==> config.mk <==
export PLATFORM = sky130hd
export DESIGN_NAME = nios_system_input_pio
export DESIGN_NICKNAME = d
export VERILOG_FILES = /design/src/rtl/nios_system_pio_pkg.sv /design/src/rtl/nios_system_pio_sync.sv /design/src/rtl/nios_system_input_pio.sv
export SDC_FILE = /design/constraint.sdc
export NUM_CORES = 1
export LEC_CHECK = 0
export BUFFER_PORTS_ARGS = -buffer_cell sky130_fd_sc_hd__buf_4
export CAP_MARGIN = 10
export CELL_PAD_IN_SITES_DETAIL_PLACEMENT = 0
export CELL_PAD_IN_SITES_GLOBAL_PLACEMENT = 1
export CORE_ASPECT_RATIO = 1.4
export CORE_MARGIN = 2
export CORE_UTILIZATION = 20
export DETAILED_ROUTE_END_ITERATION = 7
export GPL_TIMING_DRIVEN = 0
export MAX_ROUTING_LAYER = met4
export PLACE_DENSITY = 0.79
export REMOVE_ABC_BUFFERS = 1
export SETUP_SLACK_MARGIN = 0.02
export SYNTH_ARGS = -nofsm -noshare
export SYNTH_HDL_FRONTEND = slang
export SYNTH_SLANG_ARGS = --single-unit
==> constraint.sdc <==
create_clock -name clk -period 0.8 [get_ports clk]
set_input_delay 0 -clock clk [delete_from_list [all_inputs] [get_ports clk]]
set_output_delay 0 -clock clk [all_outputs]
set_load 0.05 [all_outputs]
==> src/rtl/nios_system_pio_pkg.sv <==
// Shared constants for the Nios system input PIO.
//   - Avalon-MM word addresses of the PIO register map
//   - EDGE_TYPE encodings understood by the edge detector
package nios_system_pio_pkg;

  localparam logic [1:0] ADDR_DATA = 2'd0;
  localparam logic [1:0] ADDR_RSVD = 2'd1;
  localparam logic [1:0] ADDR_MASK = 2'd2;
  localparam logic [1:0] ADDR_EDGE = 2'd3;

  localparam int EDGE_RISE = 0;
  localparam int EDGE_FALL = 1;
  localparam int EDGE_ANY  = 2;

endpackage

==> src/rtl/nios_system_pio_sync.sv <==
// Input synchronizer and edge detector for the input PIO.
// Ports:
//   clk      - system clock (rising edge)
//   reset_n  - asynchronous active-low reset
//   in_port  - asynchronous external pins
//   sync_in  - last stage of the SYNC_STAGES-deep synchronizer
//   edges    - one-cycle pulse per bit when the selected edge is seen on sync_in
// Edges are suppressed until sync_d holds a genuinely sampled value, so a
// pin already high when reset releases does not look like a rising edge.
module nios_system_pio_sync
  import nios_system_pio_pkg::*;
#(
  parameter int WIDTH       = 4,
  parameter int EDGE_TYPE   = 0,
  parameter int SYNC_STAGES = 2
) (
  input  logic             clk,
  input  logic             reset_n,
  input  logic [WIDTH-1:0] in_port,
  output logic [WIDTH-1:0] sync_in,
  output logic [WIDTH-1:0] edges
);

  logic [WIDTH-1:0]     chain_r [SYNC_STAGES];
  logic [WIDTH-1:0]     sync_d_r;
  logic [SYNC_STAGES:0] primed_r;
  logic [WIDTH-1:0]     raw_edge_s;

  // Synchronizer chain, delayed copy and priming shift register
  always_ff @(posedge clk or negedge reset_n) begin
    if (!reset_n) begin
      for (int i = 0; i < SYNC_STAGES; i++) begin
        chain_r[i] <= {WIDTH{1'b0}};
      end
      sync_d_r <= {WIDTH{1'b0}};
      primed_r <= {(SYNC_STAGES+1){1'b0}};
    end else begin
      chain_r[0] <= in_port;
      for (int i = 1; i < SYNC_STAGES; i++) begin
        chain_r[i] <= chain_r[i-1];
      end
      sync_d_r <= chain_r[SYNC_STAGES-1];
      // primed_r[SYNC_STAGES] rises once sync_d_r carries a real sample
      primed_r <= {primed_r[SYNC_STAGES-1:0], 1'b1};
    end
  end

  assign sync_in = chain_r[SYNC_STAGES-1];

  // Edge selection by EDGE_TYPE
  always_comb begin
    raw_edge_s = {WIDTH{1'b0}};
    case (EDGE_TYPE)
      EDGE_RISE: raw_edge_s = sync_in & ~sync_d_r;
      EDGE_FALL: raw_edge_s = ~sync_in & sync_d_r;
      default:   raw_edge_s = sync_in ^ sync_d_r;
    endcase
  end

  // Edge qualification after reset
  always_comb begin
    if (primed_r[SYNC_STAGES]) begin
      edges = raw_edge_s;
    end else begin
      edges = {WIDTH{1'b0}};
    end
  end

endmodule

==> src/rtl/nios_system_input_pio.sv <==
// Avalon-MM input PIO with optional edge-capture interrupt.
// Ports:
//   clk, reset_n                   - clock and asynchronous active-low reset
//   address, chipselect, read_n,
//   write_n, writedata             - Avalon-MM slave (word addressed)
//   in_port                        - asynchronous external pins
//   readdata                       - registered read data, 1-cycle latency
//   irq                            - registered level interrupt
// Register map: 0 DATA (RO), 1 reserved, 2 IRQ_MASK (RW), 3 EDGE_CAPTURE (RW1C).
// Build macro NIOS_SYSTEM_INPUT_PIO_IRQ_EN enables the mask, capture and irq
// logic; without it addresses 2/3 read 0, writes are ignored and irq is 0.
module nios_system_input_pio
  import nios_system_pio_pkg::*;
#(
  parameter int WIDTH       = 4,
  parameter int EDGE_TYPE   = 0,
  parameter int SYNC_STAGES = 2
) (
  input  logic             clk,
  input  logic             reset_n,
  input  logic [1:0]       address,
  input  logic             chipselect,
  input  logic             read_n,
  input  logic             write_n,
  input  logic [31:0]      writedata,
  input  logic [WIDTH-1:0] in_port,
  output logic [31:0]      readdata,
  output logic             irq
);

  logic [WIDTH-1:0] sync_in;
  logic [WIDTH-1:0] edges;
  logic [WIDTH-1:0] mask_s;
  logic [WIDTH-1:0] capture_s;
  logic             rd_en_s;
  logic [31:0]      rd_value_s;
  logic [31:0]      readdata_r;

  nios_system_pio_sync #(
    .WIDTH       (WIDTH),
    .EDGE_TYPE   (EDGE_TYPE),
    .SYNC_STAGES (SYNC_STAGES)
  ) u_sync (
    .clk     (clk),
    .reset_n (reset_n),
    .in_port (in_port),
    .sync_in (sync_in),
    .edges   (edges)
  );

  assign rd_en_s = chipselect & ~read_n;

`ifdef NIOS_SYSTEM_INPUT_PIO_IRQ_EN
  logic             wr_en_s;
  logic [WIDTH-1:0] mask_r;
  logic [WIDTH-1:0] capture_r;
  logic [WIDTH-1:0] clear_s;
  logic             irq_r;
  logic             unused_wdata;

  assign wr_en_s      = chipselect & ~write_n;
  assign unused_wdata = ^writedata;

  // Write-1-clear pattern for the capture register
  always_comb begin
    if (wr_en_s && (address == ADDR_EDGE)) begin
      clear_s = writedata[WIDTH-1:0];
    end else begin
      clear_s = {WIDTH{1'b0}};
    end
  end

  // Interrupt mask register
  always_ff @(posedge clk or negedge reset_n) begin
    if (!reset_n) begin
      mask_r <= {WIDTH{1'b0}};
    end else if (wr_en_s && (address == ADDR_MASK)) begin
      mask_r <= writedata[WIDTH-1:0];
    end else begin
      mask_r <= mask_r;
    end
  end

  // Edge capture: a new edge wins over a same-cycle clear
  always_ff @(posedge clk or negedge reset_n) begin
    if (!reset_n) begin
      capture_r <= {WIDTH{1'b0}};
    end else begin
      capture_r <= (capture_r & ~clear_s) | edges;
    end
  end

  // Registered interrupt from masked capture bits
  always_ff @(posedge clk or negedge reset_n) begin
    if (!reset_n) begin
      irq_r <= 1'b0;
    end else begin
      irq_r <= |(capture_r & mask_r);
    end
  end

  assign mask_s    = mask_r;
  assign capture_s = capture_r;
  assign irq       = irq_r;
`else
  logic unused_bus;

  assign unused_bus = ^{writedata, write_n, edges};
  assign mask_s     = {WIDTH{1'b0}};
  assign capture_s  = {WIDTH{1'b0}};
  assign irq        = 1'b0;
`endif

  // Read multiplexer, upper bits zero-filled
  always_comb begin
    rd_value_s = 32'h0000_0000;
    case (address)
      ADDR_DATA: rd_value_s[WIDTH-1:0] = sync_in;
      ADDR_MASK: rd_value_s[WIDTH-1:0] = mask_s;
      ADDR_EDGE: rd_value_s[WIDTH-1:0] = capture_s;
      default:   rd_value_s = 32'h0000_0000;
    endcase
  end

  // Read data register: samples pre-write state, holds when idle
  always_ff @(posedge clk or negedge reset_n) begin
    if (!reset_n) begin
      readdata_r <= 32'h0000_0000;
    end else if (rd_en_s) begin
      readdata_r <= rd_value_s;
    end else begin
      readdata_r <= readdata_r;
    end
  end

  assign readdata = readdata_r;

endmodule

==> results.tsv <==
stage	metric	value	unit
outcome	status	completed	
clocking	clk root buf	clkbuf_8	
critical_path	largest delay contributor family on the critical path	flip-flops	
sta	RSZ-0062 raised after global routing	true	
worst_hold_path	hold crit path type	primary input to flip-flop	
critical_path	CP Max Fanout	2	
routing	vias post-DR	311	
floorplanning	Chip Height	68.1	um
place	routability cong.	0.608	
critical_path	R2R Setup Slk	0.07	ns
final_layout	Final Util	0.262	
sta	Final Hold Fails	0	
critical_path	critical path's slowest cell	dfrtp_1	
routing	Routed wire per std cell	7.35	um
worst_hold_path	Hold Path Stages	3	
sta	final max-slew violation count	0	
floorplanning	FP Rows	23	
sta	Final Critical Period	0.787	ns
clocking	CTS tree	yes	
global_route	first-pass GRT wire length	1040	um
floorplanning	Starting Density	0.208	
pwr	Internal Power	1.16	mW
routing	Detailed Route Iter0 Violations	1	
logic_synthesis	top cell type by total area after synthesis	dfrtp_1	
clocking	CTS Buffer Depth	2	
pwr	IR drop worst, VDD	1.37	mV
global_route	number of global-route vias before repair	259	
critical_path	Buf/Inv on CP	1	
pwr	Clock power frac	0.356	
critical_path	worst-case reg-to-reg path depth	1	
sta	Max Fclk	1270	MHz
final_layout	diodes inserted	0	
place	pre-CTS WS	0.0652	ns
logic_synthesis	largest cells by area after synthesis	dfrtp_1 51%, buf_4 37%, a22o_1 6.0%	
clocking	Clock Pin Slew Worst Setup and Hold Paths	0.05	ns
critical_path	worst path cell trace	buf_6	
critical_path	Setup CP Type	flip-flop to output port	
clocking	Clock Sinks	12	
routing	DR pass1 iterations	3	
run	Max-Cap Viols	0	
worst_hold_path	Hold Startpoint	address[0]	
final_layout	area grow syn2layout	25.8	%
critical_path	critical path arrival	0.79	ns
critical_path	Worst Setup End Kind	output port	
routing	total wire length	779	um
worst_hold_path	Hold EP	readdata[1]$_DFFE_PN0P_	
final_layout	commonest non-fill, non-tap cell in the layout	conb_1	
logic_synthesis	Synth warnings	0	
pwr	switching share of total power	0.340	
pwr	leakage power	0.382	nW
clocking	H-Tree Depth	1	
global_route	total gr overflow	0	
critical_path	Crit path largest cell delay	0.39	ns
floorplanning	die area	3390	um^2
clocking	total CTS buffers	3	
final_layout	footprint of the multi-input gates	174	um^2
final_layout	final net count	113	
critical_path	worst flop-to-flop path startpoint	readdata[3]$_DFFE_PN0P_	
final_layout	# fillers	298	
clocking	worst skew pair latency	0.23	ns
logic_synthesis	sequential-to-total area share from yosys stat	0.512	
logic_synthesis	Post-Syn Area	587	um^2
global_route	All-Layer GR Usage	0.0464	
place	IO Port Bufs	13	
critical_path	FF-to-FF End	readdata[3]$_DFFE_PN0P_	
floorplanning	# IOs	76	
sta	setup ws final	0.0125	ns
final_layout	register area	300	um^2
floorplanning	core area	2820	um^2
place	detailed placement HPWL	609	um
routing	Via-to-Cell Ratio	2.93	
pwr	Reg power frac	0.374	
sta	final setup fails	0	
logic_synthesis	post-synth cell types	6	
logic_synthesis	synthesis-stage register bit count	12	
pwr	combinational share of power	0.270	
pwr	reported net switching power	600	uW
final_layout	commonest cells after routing, fill and taps aside	29 x conb_1, 12 x dfrtp_1, 9 x buf_4	
global_route	initial antenna violation count	0	
final_layout	layout cells sized above 1	0.261	
logic_synthesis	Cells after Synth	48	
pwr	Power Dens Cells	2390	nW/um^2
sta	final period utilization	0.984	
critical_path	required time of the critical path	0.80	ns
floorplanning	die width	49.8	um
logic_synthesis	post-synth top area share	0.512	
logic_synthesis	syn_area_per_cell	12.2	um^2
routing	DRC viols	0	
global_route	largest net degree at the start of global routing	13	
critical_path	Startpoint Class	flip-flop	
sta	Clock Skew	0.00123	ns
routing	Final ANT Viol Nets	0	
through the flow:
step | instance area (um^2) | power [mW] | hold WS [ns] | instances | setup TNS (ns)
2_1_floorplan | 474 | 1.03 | -0.296 | 47 | -0.496
3_3_place_gp | 618 | 1.11 | -0.165 | 97 | 0
3_5_place_dp | 618 | 1.11 | -0.159 | 97 | 0
4_1_cts | 738 | 1.78 | 0.117 | 106 | -0.000485
5_1_grt | 738 | 1.83 | 0.121 | 106 | -0.0331
6_report | 738 | 1.76 | 0.118 | 106 | 0
cell families (layout without fill, tap and decap cells):
group	Yosys count	count (layout)	synth area share
simple gates	2	2	0.0512
buf+inv	29	22	0.371
compound gates	4	4	0.0597
flops	12	12	0.512
other cells	1	29	0.00639
power by group through the flow:
stage / combinational (mW) / sequential [mW] / clock (mW)
finish: 0.475 / 0.660 / 0.628
global route: 0.495 / 0.663 / 0.676
CTS: 0.474 / 0.661 / 0.647
detailed placement: 0.446 / 0.668 / 0
global placement: 0.440 / 0.665 / 0
floorplan: 0.315 / 0.716 / 0
sequential cells by signal, summed over array words and instances (netlist names):
register / flops
u_sync.sync_in: 4
readdata: 4
u_sync.chain_r: 4
cells in the mapped netlist:
cell type,number
buf_4,29
dfrtp_1,12
a22o_1,4
conb_1,1
nand2b_1,1
nor4b_4,1
worst max-delay path by stage:
stage,startpoint,depth (start not counted),to
2_1_floorplan,readdata[0]$_DFFE_PN0P_,1,readdata[0]$_DFFE_PN0P_
3_5_place_dp,read_n,3,readdata[3]$_DFFE_PN0P_
3_3_place_gp,read_n,3,readdata[0]$_DFFE_PN0P_
4_1_cts,readdata[3]$_DFFE_PN0P_,1,readdata[3]
6_report,readdata[3]$_DFFE_PN0P_,1,readdata[3]
5_1_grt,readdata[1]$_DFFE_PN0P_,1,readdata[1]
area by class of cell:
type	instances	area share
clock buffer	4	0.0746
multi-input combinational	35	0.236
sequential	12	0.407
tap	37	0.0627
timing repair buffer	18	0.220
timing repair:
action,4_1_cts,5_1_grt
hold buffers,5,0
pin swaps,0,0
setup buffers,0,0
gates resized for setup,4,0
setup endpoints to repair,4,4
endpoints found under the hold margin,16,0
metal layers:
layer	routed length (um)	share of wire	GRT usage
met2	383	0.49	0.0717
met3	113	0.15	0.0349
met1	271	0.35	0.0390
met5	0	0	-
met4	10	0.013	0.0313
Note: power is estimated with default switching activity, not from simulation.
